File: config.mk
export PLATFORM = sky130hd
export DESIGN_NAME = stopwatch_uart_tx
export DESIGN_NICKNAME = d
export VERILOG_FILES = /design/src/rtl/stopwatch_uart_tx.sv
export SDC_FILE = /design/constraint.sdc
export NUM_CORES = 1
export LEC_CHECK = 0
export ABC_AREA = 1
export CAP_MARGIN = 10
export CORE_MARGIN = 2
export CORE_UTILIZATION = 30
export CTS_CLUSTER_DIAMETER = 30
export DETAILED_ROUTE_END_ITERATION = 10
export GPL_TIMING_DRIVEN = 1
export HOLD_SLACK_MARGIN = 0.02
export PLACE_DENSITY = 0.53
export SLEW_MARGIN = 5
export SYNTH_ARGS = -nofsm -noshare
export SYNTH_HDL_FRONTEND = slang
export SYNTH_SLANG_ARGS = --single-unit
export TNS_END_PERCENT = 30
File: constraint.sdc
create_clock -name hz100 -period 3.41 [get_ports hz100]
set_clock_uncertainty 0.15 [all_clocks]
set_input_delay 0.341 -clock hz100 [delete_from_list [all_inputs] [get_ports hz100]]
set_output_delay 0.341 -clock hz100 [all_outputs]
set_load 0.005 [all_outputs]
File: src/rtl/stopwatch_uart_tx.sv
// Stopwatch status reporter: sends "<mode><digit>[CR LF]" over the UART transmit port on every change.
// Define STOPWATCH_TX_CRLF_EN to append CR/LF to each frame (4-byte frames instead of 2).
module stopwatch_uart_tx #(
    parameter int GAP = 1
) (
    input  logic       hz100,
    input  logic       reset,
    input  logic [2:0] mode,
    input  logic [3:0] count,
    input  logic       txready,
    output logic [7:0] txdata,
    output logic       txclk,
    output logic       busy
);

    localparam logic [1:0] S_IDLE   = 2'd0;
    localparam logic [1:0] S_WAIT   = 2'd1;
    localparam logic [1:0] S_STROBE = 2'd2;
    localparam logic [1:0] S_GAP    = 2'd3;

`ifdef STOPWATCH_TX_CRLF_EN
    localparam logic [1:0] LAST_IDX = 2'd3;
`else
    localparam logic [1:0] LAST_IDX = 2'd1;
`endif

    localparam logic [3:0] GAP_LAST = 4'(GAP - 1);

    function automatic logic [7:0] mode_char(input logic [2:0] m);
        case (m)
            3'b100:  mode_char = 8'h49;
            3'b001:  mode_char = 8'h52;
            3'b010:  mode_char = 8'h43;
            default: mode_char = 8'h58;
        endcase
    endfunction

    function automatic logic [7:0] digit_char(input logic [3:0] c);
        digit_char = (c <= 4'd9) ? (8'h30 + {4'h0, c}) : 8'h3F;
    endfunction

    function automatic logic [7:0] frame_byte(input logic [2:0] m, input logic [3:0] c,
                                              input logic [1:0] idx);
        case (idx)
            2'd0:    frame_byte = mode_char(m);
            2'd1:    frame_byte = digit_char(c);
`ifdef STOPWATCH_TX_CRLF_EN
            2'd2:    frame_byte = 8'h0D;
            2'd3:    frame_byte = 8'h0A;
`endif
            default: frame_byte = 8'h00;
        endcase
    endfunction

    logic [1:0] state;
    logic [1:0] idx;
    logic [3:0] gap_cnt;
    logic [2:0] snap_mode;
    logic [3:0] snap_count;
    logic [2:0] prev_mode;
    logic [3:0] prev_count;
    logic       pending;

    logic       chg;
    logic       last;
    logic [1:0] adv_state;
    logic [1:0] adv_idx;
    logic [7:0] adv_byte;

    assign busy = (state != S_IDLE);
    assign chg  = ({mode, count} != {prev_mode, prev_count});
    assign last = (idx == LAST_IDX);

    // Where the FSM goes once a byte's strobe (and any gap) is finished.
    always_comb begin
        adv_state = S_WAIT;
        adv_idx   = idx + 2'd1;
        adv_byte  = frame_byte(snap_mode, snap_count, idx + 2'd1);
        if (last) begin
            adv_state = S_IDLE;
            adv_idx   = 2'd0;
            adv_byte  = 8'h00;
        end
    end

    always_ff @(posedge hz100 or posedge reset) begin
        if (reset) begin
            state      <= S_IDLE;
            idx        <= 2'd0;
            gap_cnt    <= '0;
            snap_mode  <= 3'b100;
            snap_count <= '0;
            prev_mode  <= 3'b100;
            prev_count <= '0;
            pending    <= 1'b1;
            txdata     <= '0;
            txclk      <= 1'b0;
        end else begin
            prev_mode  <= mode;
            prev_count <= count;
            if (chg && busy)
                pending <= 1'b1;
            case (state)
                S_IDLE: begin
                    if (chg || pending) begin
                        snap_mode  <= mode;
                        snap_count <= count;
                        pending    <= 1'b0;
                        idx        <= 2'd0;
                        txdata     <= frame_byte(mode, count, 2'd0);
                        state      <= S_WAIT;
                    end
                end
                S_WAIT: begin
                    if (txready) begin
                        txclk <= 1'b1;
                        state <= S_STROBE;
                    end
                end
                S_STROBE: begin
                    txclk <= 1'b0;
                    if (GAP > 0) begin
                        gap_cnt <= '0;
                        txdata  <= '0;
                        state   <= S_GAP;
                    end else begin
                        idx    <= adv_idx;
                        txdata <= adv_byte;
                        state  <= adv_state;
                    end
                end
                default: begin
                    if (gap_cnt == GAP_LAST) begin
                        idx    <= adv_idx;
                        txdata <= adv_byte;
                        state  <= adv_state;
                    end else begin
                        gap_cnt <= gap_cnt + 4'd1;
                    end
                end
            endcase
        end
    end

endmodule

# After elaboration in Yosys (flattened, before gate mapping)
# Cells that the tools add are included.
# W data, S select, Z words.
# word_totals
mem_count	0
romBits	0
inputBits	10
ramBits	0
reg_bits	32
latchBits	0
# classes
magnitude_cmp	1
reduce_logical	18
add_sub_neg	3
muxes	24
n_mul	0
shift	0
bitwise	3
eq_ne	14
div	0
# op_table
cell	count
$pmux W5 S3	2
$mux W8	3
$pmux W8 S3	1
$pmux W8 S2	1
$mux W2	6
$reduce_and A3 Y1	3
$pmux W4 S2	1
$add A6 B4 Y7 const A	1
$mux W7	1
$ne A7 B7 Y1	1
$eq A2 B1 Y1 const B	3
$eq A3 B1 Y1 const B	2
$eq A3 B2 Y1 const B	2
$eq A3 B3 Y1 const B	2
$pmux W2 S3	1
$reduce_and A2 Y1	3
$reduce_bool A2 Y1	3
$mux W1	5
$add A4 B1 Y4 const B	1
$le A4 B4 Y1 const B	1
$logic_not A2 Y1	2
$logic_not A4 Y1	1
$mux W4	1
$ne A2 B2 Y1 const B	2
11 further kinds	14

# Depth between registers and ports, before layout
# Gate-level depths: netlist (run 1).
# depth
depth_word	6
mapped_depth	11

# Least setup slack after synthesis (run 1)
# OpenSTA, ideal clock, no wires.
# synth_timing
path_kind	register -> register
from	register state[1]
to	register idx[0]
path_buffers	1
setup_slack_ns	1.738
stages_incl_launch_ff	9
arrival_time_ns	1.406
required_ns	3.143
path_cell_list	dfrtp_1 inv_1 ha_1 buf_6 inv_2 a21oi_2 nand2_1 nand2_1 nand2_1
# synth_between
elab_chain_cells	4
word_cells_on_any_way	9
# synth_rtl
item	line	source
start: declaration	55	logic [1:0] state;
start signal: assignment	129	state <= adv_state;
start signal: assignment	136	state <= adv_state;
$eq A2 B2 Y1 / $eq A2 B1 Y1 (equally long branches)	103	case (state)
$reduce_or A2 Y1 (no line)	--	
$not A1 Y1 (no line)	--	
$reduce_and A3 Y1 (no line)	--	
end signal: assignment	127	idx <= adv_idx;
end signal: assignment	134	idx <= adv_idx;
end: declaration	56	logic [1:0] idx;
# Parallel ways exist; a longest one is shown, timed or not.
# A chain may end at the register's enable or synchronous reset.

# Worst setup path after layout (run 1)
# layout_timing
from	register state[1]
to	output busy
# layout_between
elab_chain_cells	1
# layout_rtl
item	line	source
$reduce_bool A2 Y1	70	assign busy = (state != S_IDLE);
end: declaration	13	output logic busy
# No other way between the ends.

==> results of run 1 <==
[power groups by stage]
stage / clock network, µW / registers (µW) / logic [µW]
global placement: 0 / 570 / 732
detailed placement: 0 / 573 / 738
finish: 280 / 566 / 733
global route: 311 / 580 / 846
floorplan: 0 / 556 / 565
CTS: 292 / 566 / 743
[state kept, by name, indices dropped and copies added, names as in the netlist]
name        count
pending         1
prev_count      4
gap_cnt         4
state           2
snap_mode       3
snap_count      4
txdata          7
prev_mode       3
idx             2
txclk           1
[worst paths after layout]
| path | start | end |
|---|---|---|
| min reg2reg | txdata[3]$_DFFE_PP0P_ | txdata[3]$_DFFE_PP0P_ |
| min in group hz100 | txdata[3]$_DFFE_PP0P_ | txdata[3]$_DFFE_PP0P_ |
| min | reset | txdata[5]$_DFFE_PP0P_ |
| max | state[1]$_DFFE_PP0P_ | busy |
| max in group asynchronous | reset | pending$_DFF_PP1_ |
| max reg2reg | state[1]$_DFFE_PP0P_ | state[0]$_DFFE_PP0P_ |
[cell families after synthesis]
group	Yosys count
compound gates	20
simple gates	128
flops	31
fa+ha+maj	10
buf+inv	44
other cells	1
[synth_stat cells (all sizes together)]
library cell and instances:
or2 1, nand2 80, nand3 31, a21oi 7, conb 1, dfrtp 28
nor3 3, dfstp 3, ha 10, o21a 1, buf 4, o21ai 11
and2 1, o22ai 1, nor2 12, inv 40
[stage by stage]
step	util (%)	setup slack [ns]
2_1_floorplan	-	1.74
3_3_place_gp	35.0	1.26
3_5_place_dp	35.0	1.20
4_1_cts	36.4	0.878
5_1_grt	36.4	0.721
6_report	36.4	0.913
[critical path, cell delays in order (launching register included)]
cell and delay [ns]:
dfrtp_1 0.41, inv_1 0.17, ha_1 0.58, inv_2 0.10, clkdlybuf4s50_1 0.47
[cell type report]
| cell class | count | area (µm²) |
|---|---|---|
| Clock inverter | 1 | 5.00 |
| Fill cell | 628 | 3760 |
| Clock buffer | 7 | 76.3 |
| Inverter | 40 | 150 |
| Sequential cell | 31 | 779 |
| Multi-Input combinational cell | 159 | 863 |
| Timing Repair Buffer | 19 | 188 |
| Tap cell | 75 | 93.8 |
[metal layers]
layer  vias to the layer above  routed length, µm
li1                        769                  -
met1                       653               1720
met2                        17               1570
met3                         7                 89
met4                         0                 89
met5                         -                  0
==> results.json, run 1 <==
{
  "status": "completed",
  "crit_type": "reg -> out",
  "report.final.setup_viol": 0,
  "grt.busiest_layer": "met2",
  "antennaDiodeCount": 0,
  "drc": 0,
  "synth_top_area_share_pct": 38.1,
  "die-area_um2": 6770,
  "yosysUniqueCellTypes": 30,
  "via_count": 1446,
  "synth_area_leaders": "dfrtp_1 38%, nand2_1 15%, nand3_1 7.9%",
  "p_int_uw": 929,
  "root_buffer": "clkbuf_8",
  "p_leak_uw": 0.00113,
  "sequentialPowerShare_pct": 35.8,
  "clock_latency_ns": 0.28,
  "synth_seq_cells": 31,
  "ir_drop_uv": 288,
  "tightestPinTransition_ns": 0.613,
  "use_met3_pct": 2.61,
  "synthesis.area_um2": 1840,
  "grt_use_total_pct": 12.3,
  "grt_max_degree": 32,
  "place_area_um2": 2070,
  "fin_total_pwr_uw": 1580,
  "final_common_cell": "nand2_1",
  "ant_nets": 0,
  "routed_wl_mm": 3.48,
  "wl_per_cell_um": 10.5,
  "cap_violations": 0,
  "fmax_mhz": 401,
  "synth_compound_gate_area_share_pct": 7.08,
  "fin_area_um2": 2160,
  "die_h_um": 82.3,
  "cts_setup_buffers": 0,
  "globalRouteOverflowTotal": 0,
  "finalCritPeriodShare_pct": 73.2,
  "cp.arrival_ns": 2.01,
  "cp_max_fo": 14,
  "nNetsFinal": 276,
  "antenna_found_initial": 0,
  "die_x_um": 82.3,
  "start_kind": "register",
  "max_slew_margin_pct": 59.1,
  "grt_pass1_vias": 1409,
  "hold_class": "in -> async",
  "rsz0062_at_grt": "no",
  "timing.hold.ws_ns": 0.292,
  "cts_tree": "done",
  "slew_viol_final": 0,
  "synth_top_area_cell": "dfrtp_1",
  "use_met2_pct": 19.4,
  "final_cell_mix": "73 x nand2_1, 31 x inv_1, 29 x nand3_1",
  "final-hold-violation-count": 0,
  "fin_cells": 332,
  "r2r_slack_ns": 1.32,
  "period_minus_slack_ns": 2.50,
  "power_density_nw_per_um2": 732,
  "endpoint_kind": "output pin",
  "switching_share_pct": 41.1,
  "layout-drive-gt1-share_pct": 15.2,
  "clock_sink_count": 31,
  "port_buffers": 18,
  "holdBufCountCts": 0,
  "clk_path_buf_depth": 2,
  "critPathRequiredTime_ns": 2.92,
  "dp.cells": 324,
  "synthMuxAreaShare_pct": 0,
  "rows": 28,
  "syn_to_final_growth_pct": 17.3,
  "core_area_um2": 5920,
  "yosys.area_share.adder_pct": 6.81,
  "synth.net_count": 254,
  "synth_xor_area_share_pct": 0,
  "grt_pass1_wl_mm": 6.26,
  "io_pins": 20,
  "cts_resized": 0,
  "htree_levels": 2,
  "switching_power_uw": 649,
  "syn_avg_cell_area_um2": 7.85,
  "first_iter_violations": 61,
  "synth-simple-area-share_pct": 32.9,
  "clockPowerShare_pct": 17.7,
  "ys_seq_area_share_pct": 42.4,
  "clkTransAtPathRegs_ns": 0.07,
  "vias_per_cell": 4.36,
  "yosys_warnings": 0,
  "synthCells": 234,
  "setup-tns-final_ns": 0,
  "dr.pass1.iters": 4,
  "globalplace.congestion": 0.804,
  "cts_buffers": 5,
  "gr-usage-met1_pct": 15.6,
  "p_comb_share_pct": 46.5,
  "dp_hpwl_mm": 2.62,
  "synth_top_family_by_area": "simple AND/OR/NAND/NOR gates",
  "start_util_pct": 31.0,
  "rr_worst_depth": 9
}
(Power assumes the default switching activity.)
==> run 2, diff against run 1 <==
- clock period: 3.41 -> 2.31 ns (I/O delays scaled with it)
==> run 2 against run 1 <==
Compared with the run above:
- design area grew 0.29%
- die area is the same
- critical path depth unchanged
- non-clock buffer count rose by 1
- setup slack worse by 0.65 ns
- hold slack got worse by 0.094 ns
- register-to-register slack lost 0.82 ns
- core utilization rose by 0.11 points
- clock power is 42% higher
- critical path type unchanged
- highest routed layer unchanged
==> results.json, run 2 (synthesis results as in run 1) <==
{
  "place_area_um2": 2080,
  "startpoint": "state[1]$_DFFE_PP0P_",
  "rows": 28,
  "cts_setup_buffers": 0,
  "period_minus_slack_ns": 2.05,
  "setup-tns-final_ns": 0,
  "report.final.setup_viol": 0,
  "port_buffers": 18,
  "core_area_um2": 5920,
  "root_buffer": "clkbuf_8",
  "r2r_slack_ns": 0.50,
  "clock_latency_ns": 0.28,
  "endpoint_kind": "output pin",
  "drc": 0,
  "power_density_nw_per_um2": 1070,
  "rsz0062_at_grt": "no",
  "cap_violations": 0,
  "final_cell_mix": "73 x nand2_1, 31 x inv_1, 29 x nand3_1",
  "io_pins": 20,
  "cp_max_fo": 5,
  "crit-reg2reg-launch": "idx[0]$_DFFE_PP0P_",
  "critPathRequiredTime_ns": 1.93,
  "grt_use_total_pct": 11.9,
  "grt_pass1_wl_mm": 6.03,
  "fin_ws_ns": 0.262,
  "final_common_cell": "nand2_1",
  "cts_buffers": 5,
  "crit_type": "reg -> out",
  "grt_pass1_vias": 1417,
  "wl_per_cell_um": 10.3,
  "globalRouteOverflowTotal": 0,
  "cts_tree": "done",
  "ant_nets": 0,
  "fillCellCount": 615,
  "dr.pass1.iters": 4,
  "fin_total_pwr_uw": 2310,
  "antennaDiodeCount": 0,
  "timing.hold.ws_ns": 0.198,
  "layout-drive-gt1-share_pct": 15.1,
  "final-hold-violation-count": 0,
  "status": "completed",
  "ir_drop_uv": 388,
  "syn_to_final_growth_pct": 17.6,
  "htree_levels": 2,
  "die_x_um": 82.3,
  "p_leak_uw": 0.00113,
  "hold_class": "in -> async",
  "start_util_pct": 31.0,
  "via_count": 1444,
  "die_h_um": 82.3,
  "nNetsFinal": 277,
  "top_register": "txdata",
  "clkTransAtPathRegs_ns": 0.07,
  "cp.arrival_ns": 1.67,
  "holdBufCountCts": 0,
  "globalplace.congestion": 0.792,
  "grt_max_degree": 32,
  "dp_hpwl_mm": 2.64,
  "start_kind": "register",
  "finalCritPeriodShare_pct": 88.7,
  "slew_viol_final": 0,
  "place_ws_ns": 0.391,
  "largest_reg_flops": 7,
  "fin_area_um2": 2160,
  "clk_path_buf_depth": 2,
  "clock_sink_count": 31,
  "first_iter_violations": 64,
  "cts_resized": 0,
  "die-area_um2": 6770,
  "antenna_found_initial": 0,
  "fmax_mhz": 488,
  "routed_wl_mm": 3.43,
  "vias_per_cell": 4.34
}
==> run 2: cell count changes in the layout (fill, tap and decap cells not counted), sizes merged <==
| cell | delta |
|---|---|
| clkinv | -1 |
| buf | +1 |
| clkbuf | +1 |
==> run 2: final timing paths <==
check                                          endpoint  depth (start not counted)
worst max register to register    txdata[1]$_DFFE_PP0P_                          8
worst max-delay path                               busy                          4
worst min-delay path               state[0]$_DFFE_PP0P_                          3
worst min register to register    txdata[3]$_DFFE_PP0P_                          2
min in group hz100              prev_count[3]$_DFF_PP0_                          1
max in group asynchronous        prev_mode[2]$_DFF_PP1_                          3
==> run 2: area by class of cell <==
| type | instances | area [µm²] | area share [%] |
|---|---|---|---|
| clock buffer | 8 | 80.1 | 3.70 |
| inverter | 40 | 150 | 6.94 |
| multi-input combinational | 159 | 863 | 39.9 |
| sequential | 31 | 779 | 36.1 |
| tap | 75 | 93.8 | 4.34 |
| timing repair buffer | 20 | 195 | 9.03 |
==> run 2: routing by layer <==
metal / track usage [%] / part of all wire, %
met5: 0 / 0
met1: 14.3 / 49
met2: 20.0 / 46
met3: 2.93 / 2.8
met4: 5.17 / 1.4
==> run 2: power by group <==
| group | total (µW) | switching (µW) | leakage [µW] | internal [µW] |
|---|---|---|---|---|
| logic | 1080 | 620 | 0.000704 | 456 |
| clock network | 398 | 185 | 0.0000395 | 214 |
| registers | 839 | 124 | 0.000385 | 715 |
==> run 2: stage by stage <==
step / util (%) / instances
6_report: 36.5 / 333
3_5_place_dp: 35.2 / 325
2_1_floorplan: - / 234
4_1_cts: 36.5 / 333
5_1_grt: 36.5 / 333
3_3_place_gp: 35.2 / 325
==> run 2: critical path, stage by stage, from the launching register on <==
cell and delay, ns:
dfrtp_1 0.41, inv_1 0.17, ha_1 0.29, inv_2 0.07, clkdlybuf4s50_1 0.45
